**src/rtl/spi_ram_arbiter.sv**
```systemverilog
// Two-requester arbiter in front of the single-port command RAM. An address
// command locks the RAM to its requester until the matching data command or
// read response, so address/data pairs from the two sides never interleave.
module spi_ram_arbiter #(
    parameter int unsigned TIMEOUT = 255
) (
    input  logic       clk,
    input  logic       rst,
    input  logic       req0_valid,
    input  logic [9:0] req0_data,
    output logic       req0_ready,
    output logic       rsp0_valid,
    output logic [7:0] rsp0_data,
    input  logic       req1_valid,
    input  logic [9:0] req1_data,
    output logic       req1_ready,
    output logic       rsp1_valid,
    output logic [7:0] rsp1_data,
    output logic       ram_rx_valid,
    output logic [9:0] ram_din,
    input  logic       ram_tx_valid,
    input  logic [7:0] ram_dout,
    output logic       owner,
    output logic       locked,
    output logic       timeout_evt
);

    localparam int unsigned CntW = (TIMEOUT < 1) ? 1 : $clog2(TIMEOUT + 1);
    localparam logic [CntW-1:0] CntLast = CntW'(TIMEOUT - 1);

    typedef enum logic [1:0] {StIdle, StWrLock, StRdLock, StRdWait} state_e;

    state_e          state_q, state_d;
    logic [CntW-1:0] cnt_q, cnt_d;
    logic            owner_q, owner_d;
    logic            ptr_q, ptr_d;
    logic            evt_q, evt_d;
    logic            rx_valid_q, rx_valid_d;
    logic [9:0]      din_q, din_d;
    logic            rsp0_valid_q, rsp0_valid_d, rsp1_valid_q, rsp1_valid_d;
    logic [7:0]      rsp0_data_q, rsp0_data_d, rsp1_data_q, rsp1_data_d;
    logic            acc0, acc1, acc;
    logic [9:0]      acc_data;

    // Grant: round robin in idle, owner-only while locked, nobody in RD_WAIT.
    always_comb begin
        req0_ready = 1'b0;
        req1_ready = 1'b0;
        if (!rst) begin
            unique case (state_q)
                StIdle: begin
                    req0_ready = req0_valid && (!req1_valid || !ptr_q);
                    req1_ready = req1_valid && (!req0_valid || ptr_q);
                end
                StWrLock, StRdLock: begin
                    req0_ready = req0_valid && !owner_q;
                    req1_ready = req1_valid && owner_q;
                end
                default: ;
            endcase
        end
    end

    assign acc0     = req0_valid && req0_ready;
    assign acc1     = req1_valid && req1_ready;
    assign acc      = acc0 || acc1;
    assign acc_data = acc1 ? req1_data : req0_data;

    // Next state: accepted command first, then read response, then timeout.
    always_comb begin
        state_d      = state_q;
        cnt_d        = cnt_q;
        owner_d      = owner_q;
        ptr_d        = ptr_q;
        evt_d        = 1'b0;
        rx_valid_d   = 1'b0;
        din_d        = din_q;
        rsp0_valid_d = 1'b0;
        rsp1_valid_d = 1'b0;
        rsp0_data_d  = rsp0_data_q;
        rsp1_data_d  = rsp1_data_q;
        if (acc) begin
            rx_valid_d = 1'b1;
            din_d      = acc_data;
            cnt_d      = '0;
            unique case (acc_data[9:8])
                2'b00:   state_d = StWrLock;
                2'b01:   state_d = StIdle;
                2'b10:   state_d = StRdLock;
                default: state_d = StRdWait;
            endcase
            if (state_q == StIdle) begin
                owner_d = acc1;
                ptr_d   = !acc1;
            end
        end else if (state_q == StRdWait && ram_tx_valid) begin
            // Response beats a coincident timeout.
            state_d = StIdle;
            cnt_d   = '0;
            if (owner_q) begin
                rsp1_valid_d = 1'b1;
                rsp1_data_d  = ram_dout;
            end else begin
                rsp0_valid_d = 1'b1;
                rsp0_data_d  = ram_dout;
            end
        end else if (state_q != StIdle) begin
            if (cnt_q == CntLast) begin
                state_d = StIdle;
                evt_d   = 1'b1;
                cnt_d   = '0;
            end else begin
                cnt_d = cnt_q + CntW'(1);
            end
        end
    end

    // State and registered outputs, synchronous reset.
    always_ff @(posedge clk) begin
        if (rst) begin
            state_q      <= StIdle;
            cnt_q        <= '0;
            owner_q      <= 1'b0;
            ptr_q        <= 1'b0;
            evt_q        <= 1'b0;
            rx_valid_q   <= 1'b0;
            din_q        <= '0;
            rsp0_valid_q <= 1'b0;
            rsp1_valid_q <= 1'b0;
            rsp0_data_q  <= '0;
            rsp1_data_q  <= '0;
        end else begin
            state_q      <= state_d;
            cnt_q        <= cnt_d;
            owner_q      <= owner_d;
            ptr_q        <= ptr_d;
            evt_q        <= evt_d;
            rx_valid_q   <= rx_valid_d;
            din_q        <= din_d;
            rsp0_valid_q <= rsp0_valid_d;
            rsp1_valid_q <= rsp1_valid_d;
            rsp0_data_q  <= rsp0_data_d;
            rsp1_data_q  <= rsp1_data_d;
        end
    end

    assign ram_rx_valid = rx_valid_q;
    assign ram_din      = din_q;
    assign rsp0_valid   = rsp0_valid_q;
    assign rsp0_data    = rsp0_data_q;
    assign rsp1_valid   = rsp1_valid_q;
    assign rsp1_data    = rsp1_data_q;
    assign owner        = owner_q;
    assign locked       = (state_q != StIdle);
    assign timeout_evt  = evt_q;

endmodule

```
**config.mk**
```make
export PLATFORM = sky130hd
export DESIGN_NAME = spi_ram_arbiter
export DESIGN_NICKNAME = d
export VERILOG_FILES = /design/src/rtl/spi_ram_arbiter.sv
export SDC_FILE = /design/constraint.sdc
export NUM_CORES = 1
export LEC_CHECK = 0
export CAP_MARGIN = 15
export CORE_MARGIN = 3
export CORE_UTILIZATION = 45
export CTS_BUF_LIST = sky130_fd_sc_hd__clkbuf_16
export CTS_CLUSTER_DIAMETER = 150
export DETAILED_ROUTE_END_ITERATION = 8
export PLACE_DENSITY = 0.76
export SKIP_CTS_REPAIR_TIMING = 1
export SYNTH_ARGS = -nofsm -noshare
export SYNTH_HDL_FRONTEND = slang
export SYNTH_SLANG_ARGS = --single-unit
```
**constraint.sdc**
```tcl
create_clock -name clk -period 2.1 [get_ports clk]
set_input_delay 0.315 -clock clk [delete_from_list [all_inputs] [get_ports clk]]
set_output_delay 0.315 -clock clk [all_outputs]
set_load 0.01 [all_outputs]
```
=== Yosys cells after proc, flatten, opt, wreduce, memory -nomap -nowiden ===
Index checks and enable logic that the tools add are counted.

* Add/sub/neg operators: 1
* Eq/ne operators: 6
* Muxes and demuxes: 15
* Bitwise operators: 4
* Reductions and logical operators: 28

{| class="wikitable"
|+ Operators with widths
! kind !! number
|-
| $mux 10 || 1
|-
| $add 8x1->8 const B || 1
|-
| $eq 8x8->1 const B || 1
|-
| $mux 2 || 4
|-
| $mux 8 || 1
|-
| $logic_and 1x1->1 || 7
|-
| $eq 2x2->1 const B || 3
|-
| $mux 1 || 6
|-
| $pmux 2 s3 || 1
|-
| $reduce_and 3->1 || 2
|-
| $reduce_bool 3->1 || 2
|-
| $reduce_or 3->1 || 2
|-
| $logic_not 1->1 || 5
|-
| $eq 2x1->1 const B || 2
|-
| $logic_not 2->1 || 2
|-
| $not 1->1 || 4
|-
| $pmux 1 s2 || 2
|-
| $reduce_and 2->1 || 2
|-
| $reduce_or 4->1 || 1
|-
| $logic_or 1x1->1 || 3
|-
| $reduce_bool 2->1 || 1
|-
| $reduce_or 2->1 || 1
|}

* Flip-flop bits (word level): 42
* Bits of input ports: 33
* Output and inout bits: 34
* Logic and storage cells: 65

=== Logic depth before layout (Yosys ltp) ===
Gate-level depths: netlist of run 1.

* Depth after elaboration: 10
* Mapped depth: 8
* Depth with buffers taken out: 6

=== Worst setup path before layout of run 1 ===
Ideal clock, no wire load.

* Path kind: reg2reg
* Start: reg state_q[0]
* End: reg din_q[5] (netlist: ram_din[5])
* Setup time: 0.086 ns
* Arrival time: 1.844 ns
* Data required time: 2.014 ns
* Path slack: 0.170 ns
* Cell stages (with the launch flop): 9
* Path buffers: 2
* Period minus slack after synthesis: 1.930 ns
* Path through: dfxtp_1 inv_1 ha_1 or3b_1 and4_1 buf_6 buf_12 mux2i_1 a211oi_1

* Word-level cells in the longest chain between the ends: 6
* Elaborated cells between the ends (all ways): 12
* Those cells by class: eq/ne: 2; mux: 5; reduce/logical: 5

{| class="wikitable"
|+ RTL lines
! what !! line !! text
|-
| start: declaration || 33 || <nowiki>state_e state_q, state_d;</nowiki>
|-
| start signal: assignment || 121 || <nowiki>state_q <= StIdle;</nowiki>
|-
| start signal: assignment || 133 || <nowiki>state_q <= state_d;</nowiki>
|-
| $eq 2x1->1 or $eq 2x2->1 (tied branches) || 50 || <nowiki>unique case (state_q)</nowiki>
|-
| $reduce_or 2->1 || 50 ||
|-
| $pmux 1 s2 (*) || 50 ||
|-
| $mux 1 (*) || 49 || <nowiki>if (!rst) begin</nowiki>
|-
| via req1_ready || 16 || <nowiki>output logic req1_ready,</nowiki>
|-
| $logic_and 1x1->1 (*) || 65 || <nowiki>assign acc1 = req1_valid && req1_ready;</nowiki>
|-
| $mux 10 or $logic_or 1x1->1 (tied branches) || 67, 66 ||
|-
| end signal: assignment || 139 || <nowiki>din_q <= din_d;</nowiki>
|-
| end: declaration || 39 || <nowiki>logic [9:0] din_q, din_d;</nowiki>
|}

The timed path passes the listed nets; every way through them passes the cells marked *.
A chain may end at the register's enable or synchronous reset.

=== Worst setup path after layout of run 1 ===
* Start: reg state_q[1]
* End: out req1_ready

* Word-level cells in the longest chain between the ends: 4
* Elaborated cells between the ends (all ways): 6
* Those cells by class: eq/ne: 2; mux: 2; reduce/logical: 2

{| class="wikitable"
|+ RTL lines
! what !! line
|-
| $eq 2x1->1 or $eq 2x2->1 (tied branches) || 50
|-
| $reduce_or 2->1 || 50
|-
| $pmux 1 s2 (*) || 50
|-
| $mux 1 (*) || 49
|-
| end: declaration || 16
|}

Every way passes the cells marked *; elsewhere a longest branch is shown, timed or not.

==> results.md, run 1 <==
* Post-layout min period at about 2.0 ns
* Largest net degree at the start of global routing at 40
* Post-synth top cells: dfxtp_1 (42), mux2i_1 (27), nand2b_1 (25)
* Root Buffer: clkbuf_16
* CP Capture Type: output port
* Initial antenna violation count at 0
* IO Port Bufs at 66
* WS Path Type: register to output port
* Vias in the first global route at about 1600
* Chip Height at around 72 um
* Row count at 23
* Pre-antenna DRT Iters at 4
* Ys flop type: dfxtp_1
* Worst clock skew at just over 0.003 ns
* Longest Clk Path Bufs at 2
* Worst Path Max Fanout at 3
* Ports at 67
* Clock latency on the worst-skew pair at 0.28 ns
* Hpwl dp at approximately 3.3 mm
* Post-route setup TNS at 0 ns
* # Max-Cap Violations at 0
* Residual DRC at 0
* Area growth, synth to finish at 48.7%
* Top cell type's share of synthesized area at 0.432
* CTS tree: yes
* Footprint of the multi-input gates at around 1000 um2
* Mapped cell area at 1950 um2
* Final worst path period share at 0.960
* WP data required at 1.78 ns
* Detailed-route via count at between 1500 and 2000
* Post-DR wirelength/cell at between 10 and 15 um
* EDFF count, synth at 0
* Avg Inst Size Synth at just under 10 um2
* NumNets Final at about 310
* H-tree depth at 2
* Yosys warns at 0
* Vias/cell at 5.24
* Seq/Total Area, Yosys at 0.432
* Detailed Route Iter0 Violations at between 100 and 150
* Congestion Overflow GR at 0
* Worst VDD drop at ~500 uV
* Total routed wirelength at 4.71 mm
* Largest area contributor in the netlist: dfxtp_1
* Setup violations, final at 0
* Clk sinks at between 40 and 50
* Layout cells sized above 1 at 0.109
* Pleak at between 1 and 1.5 nW
* Cell Pwr Density at approximately 900 nW/um2
* Initial Utilization at 0.476
* Count leader, synth: dfxtp_1
* Worst-path clk slew at roughly 0.060 ns
* Die ar. at 5150 um2
* Routed Antenna Nets at 0
* Synthesized flop and latch total at between 40 and 50
* Ant diodes at 0
* Final number of max-transition violations at 0
* Final hold viol count at 0
* RD Place Congestion at a little over 0.8
* Worst slew pin tran at roughly 0.5 ns
* Register area at 842 um2
* Final core utilization at 0.708
* Slew HR at 0.674
* Num CTS Buffers at 5
* Layout fillers at about 330
* Die W at ~72 um
* Core area at just over 4000 um2
* Worst hold path type: register to register
* Status: finished clean
* Syn Inst Count at between 150 and 200
* Syn nets at ~240
* CP arrival at around 1.7 ns
* Post-synth ARST share at 0
* GRT Total Usage at 0.190
* Main area contributors after synthesis: dfxtp_1 (43%), mux2i_1 (14%), nand2b_1 (8.0%)
* Startpoint types: register
* Wire length of the first global-routing pass at 7.64 mm
* Synth unique cells at 39
* Max Clock Freq at around 500 MHz
==> per-layer routing <==
metal,track usage,share of wire,vias up
li1,-,-,845
met1,0.228,0.43,780
met2,0.312,0.47,73
met3,0.0785,0.092,4
met4,0.0564,0.0057,0
met5,0,0,-
==> final timing paths <==
check / start / to / slack (ns) / cells after the start
max: state_q[1]$_SDFFE_PP0P_ / req1_ready / 0.08 / 5
max reg2reg: state_q[1]$_SDFFE_PP0P_ / rsp1_data[2]$_SDFFE_PP0P_ / 0.16 / 8
min: rsp1_data[5]$_SDFFE_PP0P_ / rsp1_data[5]$_SDFFE_PP0P_ / 0.47 / 2
min reg2reg: rsp1_data[5]$_SDFFE_PP0P_ / rsp1_data[5]$_SDFFE_PP0P_ / 0.47 / 2
==> cell families after synthesis <==
family / Yosys count / synth area share
simple gates: 60 / 0.173
flops: 42 / 0.432
compound gates: 40 / 0.143
mux: 27 / 0.139
buf+inv: 14 / 0.0405
xor+xnor: 9 / 0.0405
fa+ha+maj: 5 / 0.0322
==> through the flow <==
step	instances	area (um2)	setup slack, ns	power, mW	hold slack (ns)
6_report	325	2890	0.0832	2.55	0.472
5_1_grt	325	2890	-0.0132	2.69	0.493
4_1_cts	325	2880	-0.251	2.55	0.477
3_5_place_dp	317	2710	-0.0484	1.68	0.464
3_3_place_gp	317	2710	-0.0425	1.67	0.459
2_1_floorplan	197	1950	0.170	1.36	0.451
==> final cells by class <==
| cell class | instances | area share |
|---|---|---|
| flip-flops and latches | 42 | 0.291 |
| clock buffers | 5 | 0.0432 |
| inverters | 4 | 0.00519 |
| multi-input cells | 141 | 0.357 |
| well taps | 50 | 0.0216 |
| repair buffers | 80 | 0.268 |
| clock inverters | 3 | 0.0143 |
==> sequential cells by signal, summed over array words and instances (netlist names), 2 cells and up <==
name,count
ram_din,10
cnt_q,8
rsp0_data,8
rsp1_data,8
state_q,2
==> where the power goes <==
group	total [mW]	leakage [nW]	switching [mW]	internal (mW)
combinational	0.750	0.708	0.360	0.390
sequential	0.931	0.342	0.0518	0.879
clock	0.865	0.0812	0.309	0.556
total	2.55	1.13	0.721	1.83
==> cell usage in the layout (no fill, tap or decap), types with 2 or more instances in the layout <==
| master | instances |
|---|---|
| xor2_1 | 3 |
| nand2b_1 | 25 |
| ha_1 | 5 |
| nand4b_1 | 3 |
| a21oi_1 | 12 |
| dlymetal6s2s_1 | 2 |
| o21ai_2 | 2 |
| clkbuf_16 | 5 |
| o21ai_1 | 2 |
| buf_4 | 13 |
| dfxtp_1 | 41 |
| mux2i_1 | 27 |
| clkdlybuf4s50_1 | 64 |
| a21o_1 | 2 |
| xnor2_1 | 6 |
| a211oi_1 | 10 |
| nor2_1 | 16 |
| nand2_1 | 7 |
| inv_1 | 5 |
| nor2b_1 | 2 |
==> worst max-delay path, cell delays in order, from the launching register on <==
cell and delay (ns):
dfxtp_2 0.34, inv_1 0.06, ha_1 0.28, or3b_1 0.34
and4_1 0.23, dlymetal6s2s_1 0.17
(Power assumes the default switching activity.)
==> inputs of run 2 (changes only) <==
- clock period: 2.1 -> 1.9 ns (I/O delays scaled with it)
==> run 2 against run 1 <==
Effect of this change: critical path depth stayed put; first-iteration DRC count is 65% lower; combinational power is 27% higher; wire length is 3.8% higher; cell count is 2.5% higher; clock skew hardly changed; register-to-register slack worse by 0.06 ns; clock power is 9.4% higher; largest cell class unchanged; utilization is 2.8 points higher; non-clock buffer count is 8 higher.
==> results.md, run 2 (synthesis results as in run 1) <==
* Status: finished clean
* Cell Pwr Density at 975 nW/um2 (+11%)
* Reg2reg path depth at 8 (unchanged)
* Die ar. at 5150 um2 (unchanged)
* Worst Path Max Fanout at 4 (+1)
* Initial Utilization at 0.476 (unchanged)
* WS Path Type: register to output port
* Vias in the first global route at 1727 (+6.0%)
* Setup violations, final at 0 (unchanged)
* Worst-path clk slew at 0.06 ns (about the same)
* Row count at 23 (unchanged)
* # Max-Cap Violations at 0 (unchanged)
* Hpwl dp at 3.49 mm (+5.8%)
* Final number of max-transition violations at 0 (unchanged)
* Final Non-Filler Cells at 333 (+2.5%)
* Final worst path period share at 0.985
* Die W at 71.8 um (unchanged)
* Max reg flops at 10 (unchanged)
* HP Start: rsp1_data[5]$_SDFFE_PP0P_
* NumNets Final at 320 (+2.6%)
* Post-route setup TNS at 0 ns (unchanged)
* Top delay family on crit path: simple AND/OR/NAND/NOR gates
* Most common cell after layout, fill and taps aside: clkdlybuf4s50_1
* Most frequent cells in the layout: clkdlybuf4s50_1 (64), dfxtp_1 (40), mux2i_1 (27)
* CP startpoint: state_q[0]$_SDFFE_PP0P_
* Worst clock skew at 0.00268 ns (-0.000434 ns)
* CP arrival at 1.59 ns (-0.11 ns)
* Hold path depth at 2 (unchanged)
* CTS tree: yes
* GRT Total Usage at 0.199 (+0.00835)
* Slew HR at 0.753 (+0.0791)
* Detailed Route Iter0 Violations at 49 (-65%)
* Routed Antenna Nets at 0 (unchanged)
* RSZ-0062 raised after global routing: true
* Largest net degree at the start of global routing at 40 (unchanged)
* Post-layout min period at approximately 1.9 ns
* Worst path max stage delay at 0.35 ns (about the same)
* Slowest cell on crit path: or3b_1
* H-tree depth at 2 (unchanged)
* Placed cell area at 2800 um2 (+3.1%)
* Core area at 4090 um2 (unchanged)
* Footprint of the multi-input gates at 1080 um2 (+4.7%)
* Initial antenna violation count at 0 (unchanged)
* Worst slew pin tran at 0.370 ns (-0.116 ns)
* Chip Height at 71.8 um (unchanged)
* Register area at 843 um2 (+0.15%)
* Startpoint types: register
* Start of the worst register-to-register path: state_q[1]$_SDFFE_PP0P_
* Worst Setup Slack post-DPL at -0.184 ns (-0.136 ns)
* Longest Clk Path Bufs at 2 (unchanged)
* RD Place Congestion at 0.818 (-0.41%)
* Root Buffer: clkbuf_16
* Pre-antenna DRT Iters at 4 (unchanged)
* Vias/cell at 5.10 (-2.6%)
* Clock latency on the worst-skew pair at 0.28 ns (about the same)
* Total routed wirelength at 4.89 mm (+3.8%)
* Worst VDD drop at 592 uV (+16%)
* Ant diodes at 0 (unchanged)
* Worst hold path type: register to register
* Final hold viol count at 0 (unchanged)
* Wire length of the first global-routing pass at 8.07 mm (+5.6%)
* WP data required at 1.62 ns (-0.16 ns)
* Area growth, synth to finish at 54.7%
* Pleak at 1.16 nW (+2.3%)
* IO Port Bufs at 66 (unchanged)
* Layout cells sized above 1 at 0.170 (+0.0605)
* Residual DRC at 0 (unchanged)
* Power, Total at 2.93 mW (+15%)
* Max Clock Freq at around 530 MHz
* Worst path depth at 5 (unchanged)
* CP Buf/Inv Count at 2 (unchanged)
* Clk sinks at 42 (unchanged)
* CP cell instances: inv_1, ha_4, or3b_1, and4_4, clkbuf_2
* Layout fillers at 316 (-4.5%)
* Ports at 67 (unchanged)
* CP Capture Type: output port
* Setup ws final at 0.0281 ns (-0.0552 ns)
* Detailed-route via count at 1699 (-0.18%)
* Finished Cell Area at 3010 um2 (+4.0%)
* Congestion Overflow GR at 0 (unchanged)
* Final core utilization at 0.736 (+0.0282)
* Num CTS Buffers at 5 (unchanged)
* Placed cell count at 325 (+2.5%)
* WHS at 0.472 ns (-0.0000780 ns)
* Post-DR wirelength/cell at 14.7 um (+1.4%)
-- run 2: area by class of cell --
class,count,share of cell area
Multi-Input combinational cell,141,0.360
Clock buffer,5,0.0416
Clock inverter,3,0.0137
Inverter,4,0.00499
Timing Repair Buffer,88,0.279
Sequential cell,42,0.280
Tap cell,50,0.0208
-- run 2: tightest hold or removal path, cell delays in order, from the launching register on --
cell      delay, ns
dfxtp_1        0.30
nand2b_1       0.06
mux2i_1        0.06
-- run 2: per-layer routing --
layer | GRT usage | up-vias | part of all wire
li1 | - | 863 | -
met1 | 0.241 | 796 | 0.42
met2 | 0.350 | 33 | 0.53
met3 | 0.0379 | 7 | 0.034
met4 | 0.0689 | 0 | 0.016
met5 | 0 | - | 0
-- run 2: report_power, final --
group / internal [mW] / total (mW) / switching (mW)
Combinational: 0.511 / 0.956 / 0.445
Clock: 0.614 / 0.946 / 0.331
Sequential: 0.973 / 1.03 / 0.0590
Total: 2.10 / 2.93 / 0.835
-- run 2: path summary, 6_finish.rpt --
| kind | to | slack, ns |
|---|---|---|
| setup / recovery | req1_ready | 0.03 |
| hold / removal | rsp1_data[5]$_SDFFE_PP0P_ | 0.47 |
| hold reg to reg | rsp1_data[5]$_SDFFE_PP0P_ | 0.47 |
| setup reg to reg | rsp0_data[0]$_SDFFE_PP0P_ | 0.10 |
